File: config.mk
export PLATFORM = sky130hd
export DESIGN_NAME = adc_frame_sequencer_flat
export DESIGN_NICKNAME = d
export VERILOG_FILES = /design/src/rtl/adc_frame_sequencer_pkg.sv /design/src/rtl/adc_frame_sequencer_if.sv /design/src/rtl/adc_frame_sequencer_phase_timer.sv /design/src/rtl/adc_frame_sequencer.sv /design/src/flat_wrapper.sv
export SDC_FILE = /design/constraint.sdc
export NUM_CORES = 1
export LEC_CHECK = 0
export CORE_MARGIN = 4
export CORE_UTILIZATION = 40
export DETAILED_ROUTE_END_ITERATION = 12
export PLACE_DENSITY = 0.67
export SETUP_SLACK_MARGIN = 0.2
export SYNTH_ARGS = -nofsm -noshare
export SYNTH_HDL_FRONTEND = slang
export SYNTH_SLANG_ARGS = --single-unit
File: constraint.sdc
create_clock -name clk -period 1.83 [get_ports clk]
set_clock_uncertainty 0.15 [all_clocks]
set_input_delay 0.366 -clock clk [delete_from_list [all_inputs] [get_ports clk]]
set_output_delay 0.366 -clock clk [all_outputs]
set_load 0.05 [all_outputs]
File: src/rtl/adc_frame_sequencer_pkg.sv
// Shared definitions for the BlackPearl pixel readout sequencer.
//   seq_state_t  : sequencer phase (IDLE, RST, SMP, CNV, OUT)
//   DEF_T_RST    : default number of cycles S1 is held high per pixel
//   DEF_T_SAMPLE : default number of cycles S2bar is held low per pixel
//   addr_width() : width of the pixel index bus for a given pixel count
package bp_seq_pkg;

    typedef enum logic [2:0] {
        IDLE,
        RST,
        SMP,
        CNV,
        OUT
    } seq_state_t;

    localparam int unsigned DEF_T_RST    = 8;
    localparam int unsigned DEF_T_SAMPLE = 8;

    function automatic int unsigned addr_width(input int unsigned n_pix);
        return (n_pix <= 2) ? 1 : $clog2(n_pix);
    endfunction

endpackage

File: src/rtl/adc_frame_sequencer_if.sv
// Pixel result stream between the sequencer and its downstream consumer.
//   pix_valid : result valid (master -> slave)
//   pix_ready : consumer accepts (slave -> master)
//   pix_data  : captured conversion code
//   pix_sat   : no comparator trip, code saturated
//   pix_addr  : pixel index within the frame
interface adc_frame_sequencer_if
    import bp_seq_pkg::*;
#(
    parameter int unsigned ADC_BITS = 4,
    parameter int unsigned ADDR_W   = addr_width(64)
);
    logic                pix_valid;
    logic                pix_ready;
    logic [ADC_BITS-1:0] pix_data;
    logic                pix_sat;
    logic [ADDR_W-1:0]   pix_addr;

    modport master (
        output pix_valid, pix_data, pix_sat, pix_addr,
        input  pix_ready
    );

    modport slave (
        input  pix_valid, pix_data, pix_sat, pix_addr,
        output pix_ready
    );
endinterface

File: src/rtl/adc_frame_sequencer_phase_timer.sv
// Loadable down-counter timing the RST and SMP phases.
//   clk, reset : clock, synchronous active-high reset
//   load       : load load_val this cycle (takes priority over counting)
//   load_val   : phase length minus one
//   count      : current remaining count
//   done       : count has reached zero (last cycle of the phase)
module seq_phase_timer #(
    parameter int unsigned WIDTH = 4
) (
    input  logic             clk,
    input  logic             reset,
    input  logic             load,
    input  logic [WIDTH-1:0] load_val,
    output logic [WIDTH-1:0] count,
    output logic             done
);

    always_ff @(posedge clk) begin
        if (reset) begin
            count <= '0;
        end else if (load) begin
            count <= load_val;
        end else if (count != '0) begin
            count <= count - WIDTH'(1);
        end
    end

    assign done = (count == '0);

endmodule

File: src/rtl/adc_frame_sequencer.sv
// Per-pixel readout sequencer: pixel reset, sample, single-slope conversion,
// then hand-off of the captured code on a valid/ready stream.
//   clk, reset           : clock, synchronous active-high reset
//   start_i              : frame start request (honoured in IDLE only)
//   abort_i              : synchronous abort back to IDLE
//   cont_i               : continuous mode, sampled at the last pixel's handshake
//   comp_i               : comparator, 1 = ramp crossed pixel level
//   S1, S2bar, S3        : pixel reset / sample (active-low) / readout switches
//   ramp_en, ramp_clr    : ramp generator enable and clear pulse
//   busy, eof            : not idle; one-cycle end-of-frame pulse
//   pix                  : result stream (valid/ready, data, sat, addr)
module adc_frame_sequencer
    import bp_seq_pkg::*;
#(
    parameter int unsigned N_PIX    = 64,
    parameter int unsigned ADC_BITS = 4,
    parameter int unsigned T_RST    = DEF_T_RST,
    parameter int unsigned T_SAMPLE = DEF_T_SAMPLE
) (
    input  logic                  clk,
    input  logic                  reset,
    input  logic                  start_i,
    input  logic                  abort_i,
    input  logic                  cont_i,
    input  logic                  comp_i,
    output logic                  S1,
    output logic                  S2bar,
    output logic                  S3,
    output logic                  ramp_en,
    output logic                  ramp_clr,
    output logic                  busy,
    output logic                  eof,
    adc_frame_sequencer_if.master pix
);

    localparam int unsigned AW   = addr_width(N_PIX);
    localparam int unsigned TMAX = (T_RST > T_SAMPLE) ? T_RST : T_SAMPLE;
    localparam int unsigned TW   = $clog2(TMAX) + 1;

    localparam logic [TW-1:0]       RST_LOAD  = TW'(T_RST - 1);
    localparam logic [TW-1:0]       SMP_LOAD  = TW'(T_SAMPLE - 1);
    localparam logic [ADC_BITS-1:0] CODE_MAX  = '1;
    localparam logic [AW-1:0]       LAST_ADDR = AW'(N_PIX - 1);

    seq_state_t          state;
    logic [ADC_BITS-1:0] code;
    logic                tmr_load;
    logic [TW-1:0]       tmr_val;
    logic [TW-1:0]       tmr_count;
    logic                tmr_done;
    logic                handshake;
    logic                last_pix;

    assign handshake = pix.pix_valid & pix.pix_ready;
    assign last_pix  = (pix.pix_addr == LAST_ADDR);

    // The timer is loaded in the cycle before a timed phase is entered, so it
    // reads length-1 on the first cycle of the phase and zero on the last.
    always_comb begin
        tmr_load = 1'b0;
        tmr_val  = RST_LOAD;
        if (!abort_i) begin
            case (state)
                IDLE: tmr_load = start_i;
                RST: begin
                    if (tmr_done) begin
                        tmr_load = 1'b1;
                        tmr_val  = SMP_LOAD;
                    end
                end
                OUT:     tmr_load = handshake && (!last_pix || cont_i);
                default: tmr_load = 1'b0;
            endcase
        end
    end

    seq_phase_timer #(
        .WIDTH(TW)
    ) u_timer (
        .clk      (clk),
        .reset    (reset),
        .load     (tmr_load),
        .load_val (tmr_val),
        .count    (tmr_count),
        .done     (tmr_done)
    );

    always_ff @(posedge clk) begin
        if (reset || abort_i) begin
            state         <= IDLE;
            code          <= '0;
            S1            <= 1'b0;
            S2bar         <= 1'b1;
            S3            <= 1'b0;
            ramp_en       <= 1'b0;
            ramp_clr      <= 1'b0;
            busy          <= 1'b0;
            eof           <= 1'b0;
            pix.pix_valid <= 1'b0;
            pix.pix_data  <= '0;
            pix.pix_sat   <= 1'b0;
            pix.pix_addr  <= '0;
        end else begin
            eof <= 1'b0;
            case (state)
                IDLE: begin
                    if (start_i) begin
                        state        <= RST;
                        S1           <= 1'b1;
                        busy         <= 1'b1;
                        pix.pix_addr <= '0;
                    end
                end
                RST: begin
                    if (tmr_done) begin
                        state    <= SMP;
                        S1       <= 1'b0;
                        S2bar    <= 1'b0;
                        ramp_clr <= (T_SAMPLE == 1);
                    end
                end
                SMP: begin
                    if (tmr_done) begin
                        state    <= CNV;
                        S2bar    <= 1'b1;
                        ramp_clr <= 1'b0;
                        S3       <= 1'b1;
                        ramp_en  <= 1'b1;
                        code     <= '0;
                    end else begin
                        // Registered output: raise the clear one cycle early so
                        // it lands on the final SMP cycle.
                        ramp_clr <= (tmr_count == TW'(1));
                    end
                end
                CNV: begin
                    if (comp_i || (code == CODE_MAX)) begin
                        state         <= OUT;
                        S3            <= 1'b0;
                        ramp_en       <= 1'b0;
                        pix.pix_valid <= 1'b1;
                        pix.pix_data  <= code;
                        pix.pix_sat   <= ~comp_i;
                    end else begin
                        code <= code + ADC_BITS'(1);
                    end
                end
                OUT: begin
                    if (handshake) begin
                        pix.pix_valid <= 1'b0;
                        if (!last_pix) begin
                            pix.pix_addr <= pix.pix_addr + AW'(1);
                            state        <= RST;
                            S1           <= 1'b1;
                        end else begin
                            eof          <= 1'b1;
                            pix.pix_addr <= '0;
                            pix.pix_data <= '0;
                            pix.pix_sat  <= 1'b0;
                            if (cont_i) begin
                                state <= RST;
                                S1    <= 1'b1;
                            end else begin
                                state <= IDLE;
                                busy  <= 1'b0;
                            end
                        end
                    end
                end
                default: state <= IDLE;
            endcase
        end
    end

endmodule

File: src/flat_wrapper.sv
// flat-port wrapper written by rule: the top's interface ports become plain ports
module adc_frame_sequencer_flat import bp_seq_pkg::*;
#(
    parameter int unsigned N_PIX    = 64,
    parameter int unsigned ADC_BITS = 4,
    parameter int unsigned T_RST    = DEF_T_RST,
    parameter int unsigned T_SAMPLE = DEF_T_SAMPLE
)
  (clk, reset, start_i, abort_i, cont_i, comp_i, S1, S2bar, S3, ramp_en, ramp_clr, busy, eof, pix_pix_valid, pix_pix_data, pix_pix_sat, pix_pix_addr, pix_pix_ready);
  adc_frame_sequencer_if #(.ADC_BITS(ADC_BITS), .ADDR_W(2)) pix_i ();
  input  logic clk;
  input  logic reset;
  input  logic start_i;
  input  logic abort_i;
  input  logic cont_i;
  input  logic comp_i;
  output logic S1;
  output logic S2bar;
  output logic S3;
  output logic ramp_en;
  output logic ramp_clr;
  output logic busy;
  output logic eof;
  output wire logic [$bits(pix_i.pix_valid)-1:0] pix_pix_valid;
  output wire logic [$bits(pix_i.pix_data)-1:0] pix_pix_data;
  output wire logic [$bits(pix_i.pix_sat)-1:0] pix_pix_sat;
  output wire logic [$bits(pix_i.pix_addr)-1:0] pix_pix_addr;
  input wire logic [$bits(pix_i.pix_ready)-1:0] pix_pix_ready;
  assign pix_pix_valid = pix_i.pix_valid;
  assign pix_pix_data = pix_i.pix_data;
  assign pix_pix_sat = pix_i.pix_sat;
  assign pix_pix_addr = pix_i.pix_addr;
  assign pix_i.pix_ready = pix_pix_ready;
  adc_frame_sequencer #(.N_PIX(N_PIX), .ADC_BITS(ADC_BITS), .T_RST(T_RST), .T_SAMPLE(T_SAMPLE)) u_core (.clk(clk), .reset(reset), .start_i(start_i), .abort_i(abort_i), .cont_i(cont_i), .comp_i(comp_i), .S1(S1), .S2bar(S2bar), .S3(S3), .ramp_en(ramp_en), .ramp_clr(ramp_clr), .busy(busy), .eof(eof), .pix(pix_i));
endmodule
==> results.txt, run 1 <==
- DR iter-0 viols: 32
- Static timing analysis puts the maximum clock frequency at 550 MHz.
* Number of flops mapped to enable cells by yosys: 0
- TritonCTS created 3 clock buffers.
- Setup Viol. Count Final: 0
* Worst Reg2Reg Path Length in Cells: 5
* Number of non-filler instances in the completed layout: 199
* Share of synthesized area spent on multiplexers: 1.01%
- The number of nets in the synthesized netlist is 141.
* Via total after detailed routing: 1066
- H-Tree Level Count: 1
* Number of warning messages in the yosys log: 0
- Share of the clock period used by the worst path after layout: 99.3%
- Worst hold path class: flop to flop
- Before antenna repair, the detailed router went through 4 iterations.
- Starting density of the core: 43.3%
- PnR Total Power: 1580 µW
- Number of global-route vias before repair: 1022
- Width of the die: 60.7 µm
- Avg Inst Size Synth: 8.48 µm²
- In this run the core area contains 18 standard-cell rows.
- Along the worst path, the maximum fanout reaches 5.
* Reported net switching power: 510 µW
* Place WS: -0.199 ns
- CTS sink cnt: 24
* Simple logic cell fraction of the synthesized area: 22.6%
- Dividing total power by cell area gives a power density of 1030 nW/µm².
- After floorplanning, the core was sized to cover 2570 µm².
- Dividing the detail-routed wire length by the instance count gives 13.5 µm.
- STA puts the critical path data required time at 1.93 ns.
- After synthesis the netlist holds a flip-flop and latch count of 24.
- Clock root buffer: sky130_fd_sc_hd__clkbuf_4
* Final HPWL from detailed placement: 2.02 mm
* Count of final hold-check violations: 0
- Part of the total power dissipated in combinational logic: 44.0%
* Ant diodes: 0
- Fraction of the mapped netlist area in compound gates: 20.2%
- Global route overflow: 0
* Weighted congestion at the end of routability-driven global placement: 0.787
- In the global route stage, overall resource usage came out at 16.3%.
* Int Power: 1070 µW
- Outcome: completed
- Final core utilization: 60.2%
- The share of synthesized area in the top cell type comes to 43.2%.
- Final worst path period need: 1.82 ns
- Per-cell via count in the routed design: 5.36
* Worst setup EP type: flop
* Adder-cell share of the synthesized area: 3.38%
- Drc violations: 0
* Clock power share: 17.8%
- Combined area of all synthesized cells: 1110 µm²
- Worst endpoint data arrival time: 1.91 ns
* Wire length of the first global-routing pass: 4.55 mm
- In this run the remaining antenna-violating nets after routing total 0.
- Summing the areas of all xor and xnor instances in the mapped netlist gives 3.15% of the synthesized area.
* Total of buffers placed on input and output ports: 19
* Pin count of the biggest net entering global routing: 15
* Sequential power share: 38.2%
* CTS clk-pin slew, worst paths: 0.13 ns
* Async SR Flop Fraction: 0%
- Gate count after technology mapping: 131
* Leading register cell type out of synthesis: sky130_fd_sc_hd__dfxtp_1
- From synthesis to final layout, the design area changed by 39.1%.
- Worst Hold Depth: 2
- TritonCTS built the clock tree.
- The count of pins over their slew limit is 0.
* Hold slack: 0.320 ns
* Count of maximum capacitance violations: 0
* Cell accounting for the most synthesized area: sky130_fd_sc_hd__dfxtp_1
- The analysis attributes to cell leakage a power of 0.000624 µW.
- Unrepaired setup endpoints after global routing: yes
- Ports: 22
- Leading post-synthesis cells by cell area: sky130_fd_sc_hd__dfxtp_1 (43%), sky130_fd_sc_hd__a21oi_1 (5.0%), sky130_fd_sc_hd__nand2_1 (4.7%), sky130_fd_sc_hd__o21ai_0 (4.1%), sky130_fd_sc_hd__ha_1 (3.4%)
* Area of the die: 3690 µm²
- VDD sags by at most 0.000682 V.
* Seq/Total Area, Yosys: 43.2%
- Share of cells above drive strength 1: 36.1%
- The clock passes through at most 2 buffers.
- Number of distinct standard cells referenced by the synthesized netlist: 42
- The critical path is of the flop to flop type.
- Sw Share: 32.2%
- Clock network latency to the later pin of the worst-skew pair: 0.32 ns
- From bottom edge to top edge, the die measures 60.7 µm.
- After synthesis, the largest family of logic cells by area is simple AND/OR/NAND/NOR gates.
- After the last flow step, the layout net total stands at 180.
* Number of placed instances with taps included: 191
- The number of antenna violations at the first check in global routing was 0.
* Crit start category: flop
* Total wire length after detailed routing: 2.68 mm
- Crit path setup slack, layout: 0.0135 ns
[worst max-delay path, cell delays in order, from the launching register on]
cell,delay [ns]
sky130_fd_sc_hd__dfxtp_2,0.35
sky130_fd_sc_hd__inv_2,0.07
sky130_fd_sc_hd__ha_4,0.13
sky130_fd_sc_hd__or4b_4,0.51
sky130_fd_sc_hd__a2111o_1,0.43
sky130_fd_sc_hd__o21ai_1,0.11
[cell usage after synthesis (3+ instances only)]
master                     instances
sky130_fd_sc_hd__xor2_1            3
sky130_fd_sc_hd__nand3_1           5
sky130_fd_sc_hd__a31oi_1           4
sky130_fd_sc_hd__inv_1             6
sky130_fd_sc_hd__nor2_1            9
sky130_fd_sc_hd__nand4_1           3
sky130_fd_sc_hd__nand2_1          14
sky130_fd_sc_hd__a21oi_1          11
sky130_fd_sc_hd__ha_1              3
sky130_fd_sc_hd__dfxtp_1          24
sky130_fd_sc_hd__clkbuf_1          4
sky130_fd_sc_hd__o21ai_0           9
[power groups by stage]
stage	registers (µW)	clock network, µW	logic (µW)
6_report	606	281	697
5_1_grt	613	309	775
4_1_cts	605	284	696
3_5_place_dp	616	0	579
3_3_place_gp	610	0	557
2_1_floorplan	635	0	364
[routing by layer]
metal / global-route usage, % / part of all wire, %
met3: 3.83 / 2.8
met5: 0 / 0
met1: 20.5 / 45
met4: 3.72 / 0.86
met2: 28.1 / 51
[cells by family after synthesis]
logic type | after synthesis
and+or+nand+nor | 48
AOI/OAI and AO/OA | 35
DFF | 24
buffers and inverters | 15
xor gates and xnor gates | 4
adders and majority gates | 3
other | 1
muxes | 1
[layout by cell type (no fill, tap or decap), drive strengths merged, types with 2 or more instances in the layout]
master and count:
nand4 3, o21ai 9, or4b 2, nor2 9, xor2 3, buf 38, a31oi 4, dfxtp 24
inv 6, nor4 2, a21oi 11, clkdlybuf4s50 5, nor2b 2, clkbuf 4, nand3 5, nor3 2
and3 2, ha 3, nand2 14
[stage by stage]
stage          setup TNS [ns]  area [µm²]
3_3_place_gp           -0.664        1450
2_1_floorplan               0        1160
4_1_cts                     0        1540
5_1_grt                -0.105        1550
3_5_place_dp           -0.762        1450
6_report                    0        1550
[registers in the layout, summed over array words and instances, names as in the netlist]
name                  count
u_core.S2bar              1
u_core.pix.pix_sat        1
u_core.u_timer.count      4
u_core.ramp_clr           1
u_core.pix.pix_addr       2
u_core.busy               1
u_core.S3                 1
u_core.code               4
u_core.pix.pix_valid      1
u_core.state              3
u_core.S1                 1
u_core.pix.pix_data       4
[repair_timing]
| item | CTS | global route |
|---|---|---|
| pin swaps | 5 | 2 |
| endpoints found under the hold margin | 0 | 0 |
| resized for setup | 5 | 3 |
| hold buffers | 0 | 0 |
| endpoints found under the setup margin | 16 | 21 |
| cloned | 0 | 0 |
| buffers inserted | 4 | 0 |
[layout make-up]
cell class | count | area [µm²]
multi-input combinational | 92 | 629
timing repair buffer | 43 | 335
inverter | 6 | 22.5
sequential | 24 | 484
tap | 30 | 37.5
clock buffer | 4 | 36.3
fill | 232 | 1020
[worst paths after layout]
path                                         startpoint                       to  slack [ns]
worst min-delay path             u_core.pix.pix_data[1]   u_core.pix.pix_data[1]        0.32
worst min register to register   u_core.pix.pix_data[1]   u_core.pix.pix_data[1]        0.32
worst max-delay path            u_core.u_timer.count[1]  u_core.u_timer.count[1]        0.01
worst max register to register  u_core.u_timer.count[1]  u_core.u_timer.count[1]        0.01
Note: power is estimated with default switching activity, not from simulation.
==> run 2, diff against run 1 <==
Settings changed: CAP_MARGIN set to 10.
==> results of run 2 <==
No change in the layout: final DEF, timing and power equal those of run 1.
==> run 3, diff against run 2 <==
Settings changed: CAP_MARGIN 10 to 20, CORE_UTILIZATION 40 to 45, PLACE_DENSITY 0.67 to 0.74.
==> results.txt, run 3 (same netlist as run 1, synthesis figures left out) <==
* Outcome: completed
* End of the worst hold path: u_core.pix.pix_data[0]
- The number of antenna violations at the first check in global routing was 0.
* Worst Reg2Reg Path Length in Cells: 5
- Among all stages on the critical path, the largest delay is contributed by sky130_fd_sc_hd__or4b_4.
- 1st-pass router iterations: 4
* Unrepaired setup endpoints after global routing: yes
- For flop-to-flop paths, the worst setup slack is 0.05 ns.
- For this run, the slowest stage of the critical path takes 0.52 ns.
- Width of the die: 57.7 µm
- Core Footprint: 2280 µm²
* Ant diodes: 0
- Total routing usage reported by global routing: 17.7%
- Routed Antenna Nets: 0
* Area of the die: 3330 µm²
* Net count of the finished layout: 184
* Number of global-route vias before repair: 1019
- In the routed design, unresolved DRC markers number 0.
- DR iter-0 viols: 49
- Worst endpoint data arrival time: 1.89 ns
* Weighted congestion at the end of routability-driven global placement: 0.750
- In this run the number of H-tree levels came out at 1.
* R2R Path End: u_core.u_timer.count[0]
- Die height: 57.7 µm
* Most used cells in the layout excluding fill and tap cells: sky130_fd_sc_hd__buf_4 (40), sky130_fd_sc_hd__dfxtp_1 (18), sky130_fd_sc_hd__nand2_1 (13)
- The routed layout has 1116 vias.
- In this run the tool buffered the top-level ports with 19 buffer cells.
- In the final routed layout, each cell accounts on average for 14.4 µm.
- Derived from the worst setup path, the maximum achievable clock frequency is 562 MHz.
- Max VDD drop: 0.000829 V
- Leading cell type in the layout, fill and taps excluded: sky130_fd_sc_hd__buf_4
- The critical path in this run is classified as flop to flop.
- STA classifies the critical path endpoint as a flop.
- Adding up every negative setup slack in the final design gives 0 ns.
- Entering global routing, the biggest net connects 15 pins.
- Max-slew violation total from the final report: 0
- Global route overflow: 0
* CP delay by family, top: simple AND/OR/NAND/NOR gates
* Power Dens Cells: 1070 nW/µm²
* Count of final hold-check violations: 0
- Maximum fanout count along the critical path: 6
- The worst path needs 1.78 ns of the cycle, external delays included.
* Starting density of the core: 48.8%
- Worst hold path startpoint: u_core.pix.pix_data[0]
- Summed over all cells, the static leakage comes to 0.000659 µW.
- Buffers and inverters on the worst path: 1
- Counting instances, the worst hold path has a depth of 2.
- In the final layout, the share of cells above drive strength 1 is 43.4%.
- Registers with the highest flip-flop counts: u_core.code: 4 flops, u_core.pix.pix_data: 4 flops, u_core.u_timer.count: 4 flops
- Final HPWL from detailed placement: 1.90 mm
- Total wire length after detailed routing: 2.90 mm
* Post-placement cell area: 1460 µm²
* Worst hold path class: flop to flop
* Clock root buffer: sky130_fd_sc_hd__clkbuf_4
- Setup violations remaining at the end of the flow were counted as 0.
- Crit start category: flop
- After routing the design area is 1650 µm².
- CTS sink cnt: 24
* Cell chain of the critical path: inv_2 -> ha_4 -> or4b_4 -> a2111o_1 -> o21ai_1
- Wire length of the first global-routing pass: 4.57 mm
* Required time worst endpoint: 1.94 ns
- Dividing the detail-routed via count by the number of cells gives 5.55.
* Ports: 22
* Clock buffers created by TritonCTS: 3
- CTS Buffer Depth: 2
- From synthesis to final layout, the design area changed by 48.4%.
- TritonCTS clock tree: built
- Crit Reg-Reg Startpoint: u_core.u_timer.count[1]
* Share of the clock period used by the worst path after layout: 97.3%
* Hold slack: 0.329 ns
- Count of maximum capacitance violations: 0
* Clock network latency to the later pin of the worst-skew pair: 0.32 ns
- Clock-pin slew was measured on the worst setup and hold paths at 0.14 ns.
- The floorplan has 17 rows.
run 3: worst max path at each step:
stage / startpoint / cells past startpoint / to / slack [ns]
global route: u_core.u_timer.count[1] / 5 / u_core.u_timer.count[0] / -0.05
global placement: pix_pix_ready / 6 / u_core.u_timer.count[1] / -0.16
floorplan: u_core.u_timer.count[1] / 6 / u_core.state[0] / 0.04
detailed placement: pix_pix_ready / 6 / u_core.u_timer.count[0] / -0.17
CTS: u_core.u_timer.count[1] / 5 / u_core.u_timer.count[0] / 0.04
finish: u_core.u_timer.count[1] / 5 / u_core.u_timer.count[0] / 0.05
run 3: metrics by stage:
step / std cells / power (µW) / worst slack (ns) / utilization, %
after global placement: 190 / 1170 / -0.156 / 64.1
after CTS: 197 / 1680 / 0.0388 / 68.3
after global routing: 201 / 1890 / -0.0458 / 72.5
after floorplan: 131 / 998 / 0.0429 / -
final: 201 / 1770 / 0.0497 / 72.5
after detailed placement: 190 / 1190 / -0.166 / 64.1
run 3: cell type report:
type / instances / area [µm²]
timing repair buffer: 47 / 373
inverter: 6 / 22.5
tap: 28 / 35.0
fill: 164 / 627
sequential: 24 / 488
clock buffer: 3 / 22.5
multi-input combinational: 92 / 678
clock inverter: 1 / 30.0
run 3: power by group:
part | switching (µW) | internal (µW) | leakage (µW)
Combinational | 364 | 410 | 0.000434
Sequential | 31.7 | 571 | 0.000197
Clock | 172 | 221 | 0.0000279
Total | 568 | 1200 | 0.000659
run 3: what timing repair did:
item	in CTS	in global routing
setup buffers	3	4
resized for setup	5	17
gates cloned	0	0
hold buffers	0	0
pin swaps	3	11
endpoints found under the setup margin	18	19
run 3: layer usage:
layer  share of wire (%)  routed length (µm)  GRT usage, %
met1                  44                1270          21.6
met2                  50                1460          30.3
met3                 5.5                 158          3.34
met5                   0                   0             0
met4                0.38                  11          7.62
run 3: tightest hold or removal path: stages (launching register included):
cell	delay [ns]
sky130_fd_sc_hd__dfxtp_1	0.34
sky130_fd_sc_hd__nand2_1	0.05
sky130_fd_sc_hd__a21oi_1	0.06
==> patch, RTL diff (config.mk and constraints of run 3) <==
`ADC_BITS` is set to 4 in 3 places; all go to 3.
--- a/src/rtl/adc_frame_sequencer_if.sv
+++ b/src/rtl/adc_frame_sequencer_if.sv
@@ -9,3 +9,3 @@
 #(
-    parameter int unsigned ADC_BITS = 4,
+    parameter int unsigned ADC_BITS = 3,
     parameter int unsigned ADDR_W   = addr_width(64)
--- a/src/rtl/adc_frame_sequencer.sv
+++ b/src/rtl/adc_frame_sequencer.sv
@@ -15,3 +15,3 @@
     parameter int unsigned N_PIX    = 64,
-    parameter int unsigned ADC_BITS = 4,
+    parameter int unsigned ADC_BITS = 3,
     parameter int unsigned T_RST    = DEF_T_RST,
--- a/src/flat_wrapper.sv
+++ b/src/flat_wrapper.sv
@@ -4,3 +4,3 @@
     parameter int unsigned N_PIX    = 64,
-    parameter int unsigned ADC_BITS = 4,
+    parameter int unsigned ADC_BITS = 3,
     parameter int unsigned T_RST    = DEF_T_RST,
Ports: changed (resized pix_pix_data); port bits go from 22 to 21. The function was not compared with the original's and may differ.
==> patch against run 3 <==
Worst setup slack gained 130 ps; area after synthesis grew 0.34%; critical path depth is the same; count of clock-buffer cells in the layout is the same; sequential cell count shrank 2; wire length shrank 13%; maximum frequency grew 8.2%; power shrank 14%; final area shrank 9.2%.
==> patch: results (changes against run 3) <==
stage,metric,value,unit,change
status,status,finished clean,,unchanged
logic_synthesis,yosys-top-cells-count,"22 x dfxtp_1, 10 x a21oi_1, 9 x nand2_1",,"was 24 x dfxtp_1, 14 x nand2_1, 11 x a21oi_1"
drt,wl_per_cell,13.8,um,was 14.4 um
pwr,p_leak,0.606,nW,was 0.659 nW
drt,viasPerCell,5.55,,about the same
hold_path,hp-start,u_core.S1$_SDFFE_PP0P_,,was u_core.pix.pix_data[0]$_SDFFE_PP0P_
global_routing,grt_util_met3,0.0267,,was 0.0334
logic_synthesis,synth_compound_area_frac,0.199,,was 0.202
logic_synthesis,muxShareOfSynthArea,0.0561,,was 0.0101
place,portBuffers,18,,was 19
global_routing,grt_max_degree,14,,was 15
logic_synthesis,yosysUniqueCellTypes,46,,was 42
drt,drt-initial-drc-count,5,,was 49
logic_synthesis,yosysSeqAreaShare,0.395,,was 0.432
final_layout,drive_gt1_frac,0.387,,was 0.434
pwr,p_sw,458,uW,was 568 uW
drt,route.met2.wl,1170,um,was 1460 um
worst_setup_path,worst-r2r-setup-slack,180,ps,was 50 ps
logic_synthesis,synthAdderAreaFrac,0.0449,,was 0.0338
logic_synthesis,avgSynthCellArea,8.92,um2,was 8.48 um2
clocking,cts_resized,7,,was 5
global_routing,use_met1,0.229,,was 0.216
pwr,ir_drop,0.668,mV,was 0.829 mV
hold_path,holdPathEnd,u_core.S1$_SDFFE_PP0P_,,was u_core.pix.pix_data[0]$_SDFFE_PP0P_
drt,m1WireLength,1210,um,was 1270 um
drt,wl_met3,116,um,was 158 um
logic_synthesis,synth_xor_area_frac,0.00786,,was 0.0315
==> patch: through the flow <==
step | instance area, um2 | setup WS, ps | util | hold slack [ps]
5_1_grt | 1500 | 124 | 0.658 | 377
2_1_floorplan | 1140 | 221 | - | 305
6_report | 1500 | 185 | 0.658 | 338
4_1_cts | 1470 | 185 | 0.646 | 338
3_5_place_dp | 1380 | -55.8 | 0.605 | 321
3_3_place_gp | 1380 | 7.93 | 0.605 | 307
==> patch: area by class of cell <==
class / count / area [um2]
well taps: 28 / 35.0
multi-input cells: 91 / 661
repair buffers: 34 / 280
fillers: 192 / 778
flip-flops and latches: 22 / 452
clock buffers: 3 / 22.5
inverters: 4 / 17.5
clock inverters: 1 / 30.0
==> patch: power by group through the flow <==
| stage | sequential, mW | combinational (mW) | clock (mW) |
|---|---|---|---|
| CTS | 0.572 | 0.557 | 0.387 |
| finish | 0.576 | 0.570 | 0.375 |
| floorplan | 0.580 | 0.334 | 0 |
| detailed placement | 0.579 | 0.467 | 0 |
| global placement | 0.576 | 0.450 | 0 |
| global route | 0.583 | 0.623 | 0.408 |
==> patch: worst max path at each step <==
stage,endpoint,depth (start not counted),slack (ps)
after global routing,u_core.state[1]$_SDFFE_PP0P_,5,120
after global placement,u_core.state[0]$_SDFFE_PP0P_,5,8
after detailed placement,u_core.pix.pix_addr[1]$_SDFFE_PP0P_,5,-60
after floorplan,u_core.state[1]$_SDFFE_PP0P_,5,220
final,u_core.state[1]$_SDFFE_PP0P_,5,180
after CTS,u_core.state[1]$_SDFFE_PP0P_,5,190
==> patch: critical path, cell delays in order (launching register included) <==
cell and delay (ps):
dfxtp_2 340, inv_2 80, ha_4 150, or4b_4 490
or2_4 250, a31oi_2 120
